### config.mk
export PLATFORM = sky130hd
export DESIGN_NAME = image_pipeline_flat
export DESIGN_NICKNAME = d
export VERILOG_FILES = /design/src/rtl/image_pipeline_if.sv /design/src/rtl/image_pipeline.sv /design/src/flat_wrapper.sv
export SDC_FILE = /design/constraint.sdc
export NUM_CORES = 1
export LEC_CHECK = 0
export CAP_MARGIN = 10
export CORE_MARGIN = 8
export CORE_UTILIZATION = 56
export DETAILED_ROUTE_END_ITERATION = 16
export GPL_TIMING_DRIVEN = 0
export PLACE_DENSITY = 0.78
export SLEW_MARGIN = 10
export SYNTH_ARGS = -nofsm -noshare
export SYNTH_HDL_FRONTEND = slang
export SYNTH_SLANG_ARGS = --single-unit
### constraint.sdc
create_clock -name clk -period 13.1 [get_ports clk]
set_clock_uncertainty 0.15 [all_clocks]
set_input_delay 1.965 -clock clk [delete_from_list [all_inputs] [get_ports clk]]
set_output_delay 1.965 -clock clk [all_outputs]
set_load 0.005 [all_outputs]
### src/rtl/image_pipeline_if.sv
// Pixel stream bundle between the pixel source, the image pipeline and the output stage.
// Carries the input pixel/control side and the processed output side with their flags.
// master = source/sink side, slave = the pipeline itself.
interface image_pipeline_if #(
    parameter int IN_BITS  = 6,
    parameter int OUT_BITS = 4
);
    logic                    sof;
    logic                    in_valid;
    logic [3*IN_BITS-1:0]    in_rgb;
    logic [7:0]              control;
    logic                    out_valid;
    logic [3*OUT_BITS-1:0]   out_rgb;
    logic                    out_sof;
    logic                    out_eol;
    logic                    out_eof;
    logic                    frame_err;

    modport master (
        output sof, in_valid, in_rgb, control,
        input  out_valid, out_rgb, out_sof, out_eol, out_eof, frame_err
    );

    modport slave (
        input  sof, in_valid, in_rgb, control,
        output out_valid, out_rgb, out_sof, out_eol, out_eof, frame_err
    );
endinterface

### src/rtl/image_pipeline.sv
// Pixel editor: position tracking, ordered dither, grayscale, channel permute/invert, framing check.
// Latency: fixed 3 cycles from in_valid to out_valid (S1 dither, S2 gray, S3 permute/invert).
// Backpressure: none; a pixel is accepted every cycle and bubbles flow through unchanged.
module image_pipeline #(
    parameter int IN_BITS  = 6,
    parameter int OUT_BITS = 4,
    parameter int H_SIZE   = 607,
    parameter int V_SIZE   = 455
) (
    input  logic            clk,
    input  logic            reset,
    image_pipeline_if.slave bus
);
    // D = IN_BITS-OUT_BITS is expected to lie in 1..4 so the 4-bit Bayer value can be scaled down.
    localparam int D  = IN_BITS - OUT_BITS;
    localparam int SW = IN_BITS + 1;
    localparam int GW = OUT_BITS + 10;
    // Counters are at least 2 bits wide so x[1:0]/y[1:0] always exist for the Bayer lookup.
    localparam int XW = ($clog2(H_SIZE) > 2) ? $clog2(H_SIZE) : 2;
    localparam int YW = ($clog2(V_SIZE) > 2) ? $clog2(V_SIZE) : 2;
    localparam logic [XW-1:0] X_LAST = XW'(H_SIZE - 1);
    localparam logic [YW-1:0] Y_LAST = YW'(V_SIZE - 1);

    typedef enum logic {
        ST_RUN,
        ST_DONE
    } cnt_state_t;

    // S1 payload: truncated/dithered pixel plus the control bits still needed downstream.
    typedef struct packed {
        logic                  vld;
        logic                  sof;
        logic                  eol;
        logic                  eof;
        logic                  gray;
        logic [5:0]            mix;   // [5:3] invert mask, [2:0] permutation
        logic [3*OUT_BITS-1:0] rgb;
    } s1_t;

    // S2 payload: grayscale already applied.
    typedef struct packed {
        logic                  vld;
        logic                  sof;
        logic                  eol;
        logic                  eof;
        logic [5:0]            mix;
        logic [3*OUT_BITS-1:0] rgb;
    } s2_t;

    cnt_state_t state_q, state_d;
    logic [XW-1:0] x_q, x_d, pos_x;
    logic [YW-1:0] y_q, y_d, pos_y;
    logic [7:0]    ctrl_q, ctrl_use;
    logic          err_d;
    logic          flags_ok;
    logic          frame_err_q;
    logic [3:0]    thr;

    s1_t s1_d, s1_q;
    s2_t s2_d, s2_q;

    logic [OUT_BITS-1:0] r1, g1, b1;
    logic [GW-1:0]       luma_sum;
    logic [OUT_BITS-1:0] luma;

    logic [OUT_BITS-1:0] r2, g2, b2;
    logic [OUT_BITS-1:0] f_hi, f_mid, f_lo;

    logic                  out_valid_q;
    logic [3*OUT_BITS-1:0] out_rgb_q;
    logic                  out_sof_q, out_eol_q, out_eof_q;

    // 4x4 ordered-dither matrix, indexed by the low two bits of the pixel position.
    function automatic logic [3:0] bayer_at(input logic [1:0] yy, input logic [1:0] xx);
        logic [3:0] b;
        case ({yy, xx})
            4'h0: b = 4'd0;   4'h1: b = 4'd8;   4'h2: b = 4'd2;   4'h3: b = 4'd10;
            4'h4: b = 4'd12;  4'h5: b = 4'd4;   4'h6: b = 4'd14;  4'h7: b = 4'd6;
            4'h8: b = 4'd3;   4'h9: b = 4'd11;  4'hA: b = 4'd1;   4'hB: b = 4'd9;
            4'hC: b = 4'd15;  4'hD: b = 4'd7;   4'hE: b = 4'd13;  default: b = 4'd5;
        endcase
        return b;
    endfunction

    // Add the threshold with saturation at full scale, then keep the top OUT_BITS.
    function automatic logic [OUT_BITS-1:0] dither_ch(input logic [IN_BITS-1:0] v,
                                                      input logic [3:0] t,
                                                      input logic en);
        logic [SW-1:0]      sum;
        logic [IN_BITS-1:0] sat;
        sum = {1'b0, v} + (en ? SW'(t) : SW'(0));
        sat = sum[IN_BITS] ? {IN_BITS{1'b1}} : sum[IN_BITS-1:0];
        return OUT_BITS'(sat >> D);
    endfunction

    // Position, framing state and error detection for the pixel currently at the input.
    always_comb begin
        state_d  = state_q;
        x_d      = x_q;
        y_d      = y_q;
        pos_x    = x_q;
        pos_y    = y_q;
        err_d    = 1'b0;
        flags_ok = 1'b1;
        ctrl_use = ctrl_q;
        if (bus.in_valid) begin
            if (bus.sof) begin
                // A sof anywhere but the expected frame start is a restart and an error.
                ctrl_use = bus.control;
                pos_x    = '0;
                pos_y    = '0;
                if ((state_q == ST_RUN) && ((x_q != '0) || (y_q != '0))) begin
                    err_d = 1'b1;
                end
            end else if (state_q == ST_DONE) begin
                // Extra pixels after the frame end: processed at (0,0) with no flags.
                pos_x    = '0;
                pos_y    = '0;
                err_d    = 1'b1;
                flags_ok = 1'b0;
            end

            if (!bus.sof && (state_q == ST_DONE)) begin
                state_d = ST_DONE;
            end else if (pos_x == X_LAST) begin
                x_d = '0;
                if (pos_y == Y_LAST) begin
                    y_d     = '0;
                    state_d = ST_DONE;
                end else begin
                    y_d     = pos_y + 1'b1;
                    state_d = ST_RUN;
                end
            end else begin
                x_d     = pos_x + 1'b1;
                y_d     = pos_y;
                state_d = ST_RUN;
            end
        end
    end

    // Counter/framing state, frame control latch and sticky error flag.
    always_ff @(posedge clk) begin
        if (reset) begin
            state_q     <= ST_RUN;
            x_q         <= '0;
            y_q         <= '0;
            ctrl_q      <= '0;
            frame_err_q <= 1'b0;
        end else begin
            state_q <= state_d;
            x_q     <= x_d;
            y_q     <= y_d;
            if (bus.in_valid && bus.sof) begin
                ctrl_q <= bus.control;
            end
            if (err_d) begin
                frame_err_q <= 1'b1;
            end
        end
    end

    // S1 next value: flags from the position and per-channel dither or truncation.
    always_comb begin
        s1_d = '0;
        thr  = bayer_at(pos_y[1:0], pos_x[1:0]) >> (4 - D);
        if (bus.in_valid) begin
            s1_d.vld  = 1'b1;
            s1_d.sof  = flags_ok && (pos_x == '0) && (pos_y == '0);
            s1_d.eol  = flags_ok && (pos_x == X_LAST);
            s1_d.eof  = flags_ok && (pos_x == X_LAST) && (pos_y == Y_LAST);
            s1_d.gray = ctrl_use[1];
            s1_d.mix  = ctrl_use[7:2];
            for (int c = 0; c < 3; c++) begin
                s1_d.rgb[c*OUT_BITS +: OUT_BITS] =
                    dither_ch(bus.in_rgb[c*IN_BITS +: IN_BITS], thr, ctrl_use[0]);
            end
        end
    end

    // S1 pipeline register.
    always_ff @(posedge clk) begin
        if (reset) begin
            s1_q <= '0;
        end else begin
            s1_q <= s1_d;
        end
    end

    assign r1 = s1_q.rgb[3*OUT_BITS-1 -: OUT_BITS];
    assign g1 = s1_q.rgb[2*OUT_BITS-1 -: OUT_BITS];
    assign b1 = s1_q.rgb[OUT_BITS-1 -: OUT_BITS];

    // S2 next value: luma on the reduced channels, replicated into all fields when enabled.
    always_comb begin
        luma_sum = GW'(77) * GW'(r1) + GW'(150) * GW'(g1) + GW'(29) * GW'(b1);
        luma     = OUT_BITS'(luma_sum >> 8);
        s2_d     = '0;
        if (s1_q.vld) begin
            s2_d.vld = 1'b1;
            s2_d.sof = s1_q.sof;
            s2_d.eol = s1_q.eol;
            s2_d.eof = s1_q.eof;
            s2_d.mix = s1_q.mix;
            s2_d.rgb = s1_q.gray ? {3{luma}} : s1_q.rgb;
        end
    end

    // S2 pipeline register.
    always_ff @(posedge clk) begin
        if (reset) begin
            s2_q <= '0;
        end else begin
            s2_q <= s2_d;
        end
    end

    assign r2 = s2_q.rgb[3*OUT_BITS-1 -: OUT_BITS];
    assign g2 = s2_q.rgb[2*OUT_BITS-1 -: OUT_BITS];
    assign b2 = s2_q.rgb[OUT_BITS-1 -: OUT_BITS];

    // S3 channel routing (high, middle, low field) followed by per-field inversion.
    always_comb begin
        case (s2_q.mix[2:0])
            3'd1:    {f_hi, f_mid, f_lo} = {r2, b2, g2};
            3'd2:    {f_hi, f_mid, f_lo} = {g2, r2, b2};
            3'd3:    {f_hi, f_mid, f_lo} = {g2, b2, r2};
            3'd4:    {f_hi, f_mid, f_lo} = {b2, r2, g2};
            3'd5:    {f_hi, f_mid, f_lo} = {b2, g2, r2};
            default: {f_hi, f_mid, f_lo} = {r2, g2, b2};
        endcase
        if (s2_q.mix[5]) f_hi  = ~f_hi;
        if (s2_q.mix[4]) f_mid = ~f_mid;
        if (s2_q.mix[3]) f_lo  = ~f_lo;
    end

    // Output registers; data and flags are forced to zero on bubbles.
    always_ff @(posedge clk) begin
        if (reset || !s2_q.vld) begin
            out_valid_q <= 1'b0;
            out_rgb_q   <= '0;
            out_sof_q   <= 1'b0;
            out_eol_q   <= 1'b0;
            out_eof_q   <= 1'b0;
        end else begin
            out_valid_q <= 1'b1;
            out_rgb_q   <= {f_hi, f_mid, f_lo};
            out_sof_q   <= s2_q.sof;
            out_eol_q   <= s2_q.eol;
            out_eof_q   <= s2_q.eof;
        end
    end

    assign bus.out_valid = out_valid_q;
    assign bus.out_rgb   = out_rgb_q;
    assign bus.out_sof   = out_sof_q;
    assign bus.out_eol   = out_eol_q;
    assign bus.out_eof   = out_eof_q;
    assign bus.frame_err = frame_err_q;
endmodule

### src/flat_wrapper.sv
// flat-port wrapper written by rule: the top's interface ports become plain ports
module image_pipeline_flat 
#(
    parameter int IN_BITS  = 6,
    parameter int OUT_BITS = 4,
    parameter int H_SIZE   = 607,
    parameter int V_SIZE   = 455
)
  (clk, reset, bus_sof, bus_in_valid, bus_in_rgb, bus_control, bus_out_valid, bus_out_rgb, bus_out_sof, bus_out_eol, bus_out_eof, bus_frame_err);
  image_pipeline_if #(.IN_BITS(IN_BITS), .OUT_BITS(OUT_BITS)) bus_i ();
  input  logic clk;
  input  logic reset;
  input wire logic [$bits(bus_i.sof)-1:0] bus_sof;
  input wire logic [$bits(bus_i.in_valid)-1:0] bus_in_valid;
  input wire logic [$bits(bus_i.in_rgb)-1:0] bus_in_rgb;
  input wire logic [$bits(bus_i.control)-1:0] bus_control;
  output wire logic [$bits(bus_i.out_valid)-1:0] bus_out_valid;
  output wire logic [$bits(bus_i.out_rgb)-1:0] bus_out_rgb;
  output wire logic [$bits(bus_i.out_sof)-1:0] bus_out_sof;
  output wire logic [$bits(bus_i.out_eol)-1:0] bus_out_eol;
  output wire logic [$bits(bus_i.out_eof)-1:0] bus_out_eof;
  output wire logic [$bits(bus_i.frame_err)-1:0] bus_frame_err;
  assign bus_i.sof = bus_sof;
  assign bus_i.in_valid = bus_in_valid;
  assign bus_i.in_rgb = bus_in_rgb;
  assign bus_i.control = bus_control;
  assign bus_out_valid = bus_i.out_valid;
  assign bus_out_rgb = bus_i.out_rgb;
  assign bus_out_sof = bus_i.out_sof;
  assign bus_out_eol = bus_i.out_eol;
  assign bus_out_eof = bus_i.out_eof;
  assign bus_frame_err = bus_i.frame_err;
  image_pipeline #(.IN_BITS(IN_BITS), .OUT_BITS(OUT_BITS), .H_SIZE(H_SIZE), .V_SIZE(V_SIZE)) u_core (.clk(clk), .reset(reset), .bus(bus_i));
endmodule
==> metrics.cfg <==
[clock_network]
ctsResizeCount=0
clk_latency_ns=0.36
cts_buffer_depth=2
clkTransAtPathRegs_ns=0.10
post_cts_buffers=0
cts_root_buf=clkbuf_8
holdBufCountCts=0
htree_levels=3
cts_num_sinks=90
cts_tree=yes
cts_buffers=9

[power_and_ir_drop]
internal_power_uw=396
pwr-share-clk_pct=33.3
ir_worst_vdd_v=0.0000520
leakagePower_uw=0.00277
power_frac_seq_pct=50.2
switching_share_pct=30.1
netSwitchingPower_uw=170
total_power_uw=566
combPwrFrac_pct=16.6
powerDensity_nw_per_um2=85.3

[worst_hold_path]
hold_depth=1
hold_path.class=reg2reg

[die]
die_h_um=118
start_util_pct=57.0
fp-row-count=37
dieArea_sq_um=13900
die_w_um=118
core_area_sq_um=10200
ios=47

[finish]
diodes=0
drive_above_1_share_pct=5.91
final_nets=825
final_util_pct=65.1
finish.cell_count_without_fillers=863
area_growth_pct=14.2

[global_routing]
grt_max_degree=20
grt_pass1_vias=4917
grt_pass1_wl_um=22900
grt.total_usage_pct=19.5
grt-ovfl-total=0
antenna_found_initial=0

[route]
drc_errors=0
drtIter0Drc=430
wl_per_cell_um=15.5
ant_nets=0
drt-total-wl_um=13400
viasPerCell=5.81
first_pass_iters=5
vias=5017

[flow_run]
maxCapViolCount=0

[outcome]
status=finished clean

[sta]
fin_crit_sh_pct=42.1
rsz0062_at_grt=no
hold_slack_ns=0.282
hold_viol_final=0
setup_viol=0
final_max_slew_viol_count=0
fin_setup_tns_ns=0
slew_headroom_pct=47.5
fmax_ghz=0.181
worst_pin_slew_ns=0.782
layout_min_cycle_time_ns=5.52

[synth]
synth_top_area_share_pct=31.0
synth-edff-count=0
yosysTopAreaCell=dfxtp_1
yosysMostFrequentCell=dfxtp_1
synth_nets=769
syn-instance-count=666
seq_area_frac_synth_pct=31.0
synth_ff_type=dfxtp_1
syn_avg_cell_area_sq_um=8.72
synthDistinctLibCells=69
ys_seq_elements=90
ys_warn_count=0
async_flop_share_pct=0
synthTopCellsByCount=dfxtp_1, inv_1, ha_1
synth.area.top_cells=dfxtp_1, ha_1, fa_1, inv_1, a21oi_1
syn_area_sq_um=5810

[worst_setup_path]
rr_worst_depth=17
cp.required_ns=13.23
arrival_ns=5.65
crit_type=reg2reg
worstPathMaxFanout=6
setup.worst_path.start_class=flop
cp-end-kind=flop

[placement]
place_hpwl_um=10700
dp_cells=847
port_buffers=45
place.gp.congestion=0.900

==> cell type report <==
class | count | area, sq um
Buffer | 31 | 159
Multi-Input combinational cell | 477 | 3590
Timing Repair Buffer | 45 | 450
Tap cell | 136 | 170
Clock inverter | 7 | 81.3
Fill cell | 865 | 3550
Inverter | 68 | 255
Sequential cell | 90 | 1800
Clock buffer | 9 | 124
==> cell families after synthesis <==
family,share of synthesized area [%]
xor gates and xnor gates,2.26
adders and majority gates,18.6
buffers and inverters,7.13
AOI/OAI and AO/OA,17.7
and+or+nand+nor,21.4
muxes,1.96
DFF,31.0
==> critical path, stage by stage, from the launching register on <==
cell      delay, ns
dfxtp_1        0.42
ha_1           0.32
inv_1          0.05
fa_1           0.53
inv_1          0.05
ha_1           0.29
ha_1           0.30
fa_1           0.51
inv_1          0.05
fa_1           0.50
inv_1          0.06
fa_1           0.48
ha_1           0.32
a211oi_1       0.19
o21ai_0        0.23
a21boi_0       0.41
mux2_2         0.42
a21oi_1        0.15
==> through the flow <==
step,area [sq um],worst slack (ns)
global placement,6430,7.71
CTS,6630,7.56
floorplan,5810,8.15
global route,6630,7.36
detailed placement,6430,7.61
finish,6630,7.58
==> power groups by stage <==
stage                     clock, uW  sequential [uW]  combinational (uW)
after CTS                       193              284                94.7
final                           188              284                93.8
after global routing            204              285                 108
after floorplan                   0              288                62.8
after global placement            0              290                89.0
after detailed placement          0              290                93.9
==> path summary, 6_finish.rpt <==
| check | from | end | slack [ns] |
|---|---|---|---|
| setup / recovery | u_core.g1[2]$_SDFF_PP0_ | u_core.g2[0]$_SDFF_PP0_ | 7.58 |
| hold / removal | u_core.s1_q[13]$_SDFF_PP0_ | u_core.s2_q[13]$_SDFF_PP0_ | 0.28 |
| setup reg to reg | u_core.g1[2]$_SDFF_PP0_ | u_core.g2[0]$_SDFF_PP0_ | 7.58 |
| hold reg to reg | u_core.s1_q[13]$_SDFF_PP0_ | u_core.s2_q[13]$_SDFF_PP0_ | 0.28 |
==> flip-flops by register name (all words and copies together) (netlist names) <==
| name | count |
|---|---|
| u_core.bus.out_eol | 1 |
| u_core.bus.out_rgb | 12 |
| u_core.s2_q | 10 |
| u_core.r2 | 4 |
| u_core.b2 | 4 |
| u_core.bus.frame_err | 1 |
| u_core.b1 | 4 |
| u_core.s1_q | 11 |
| u_core.x_q | 10 |
| u_core.r1 | 4 |
| u_core.g2 | 4 |
| u_core.ctrl_q | 8 |
| u_core.state_q | 1 |
| u_core.bus.out_sof | 1 |
| u_core.y_q | 9 |
| u_core.bus.out_valid | 1 |
| u_core.bus.out_eof | 1 |
| u_core.g1 | 4 |
==> cell usage in the layout, fill, tap and decap left out, drive strengths merged, types with 6 or more instances in the layout <==
cell type	synthesis	routed
clkbuf	21	30
nor2b	13	13
o211ai	14	14
a21oi	38	38
xor2	6	6
nand2b	10	10
nand2	51	51
clkdlybuf4s50	0	45
a211oi	10	10
a311oi	6	6
and3	12	12
nor4	7	7
xnor2	9	9
fa	22	22
mux2i	8	8
buf	10	10
a41oi	8	8
a31oi	8	8
o21ai	30	30
nor3	17	17
nor2	37	37
dfxtp	90	90
and2	26	26
nor3b	6	6
inv	68	71
ha	51	51
nand3	24	24
==> per-layer routing <==
layer	routed length (um)	up-vias	global-route usage [%]
met5	0	-	0
met4	280	0	6.89
met3	626	23	3.17
met2	6470	151	33.5
met1	6020	2393	24.1
li1	-	2450	-
No activity file was read; power rests on OpenSTA's default activity.
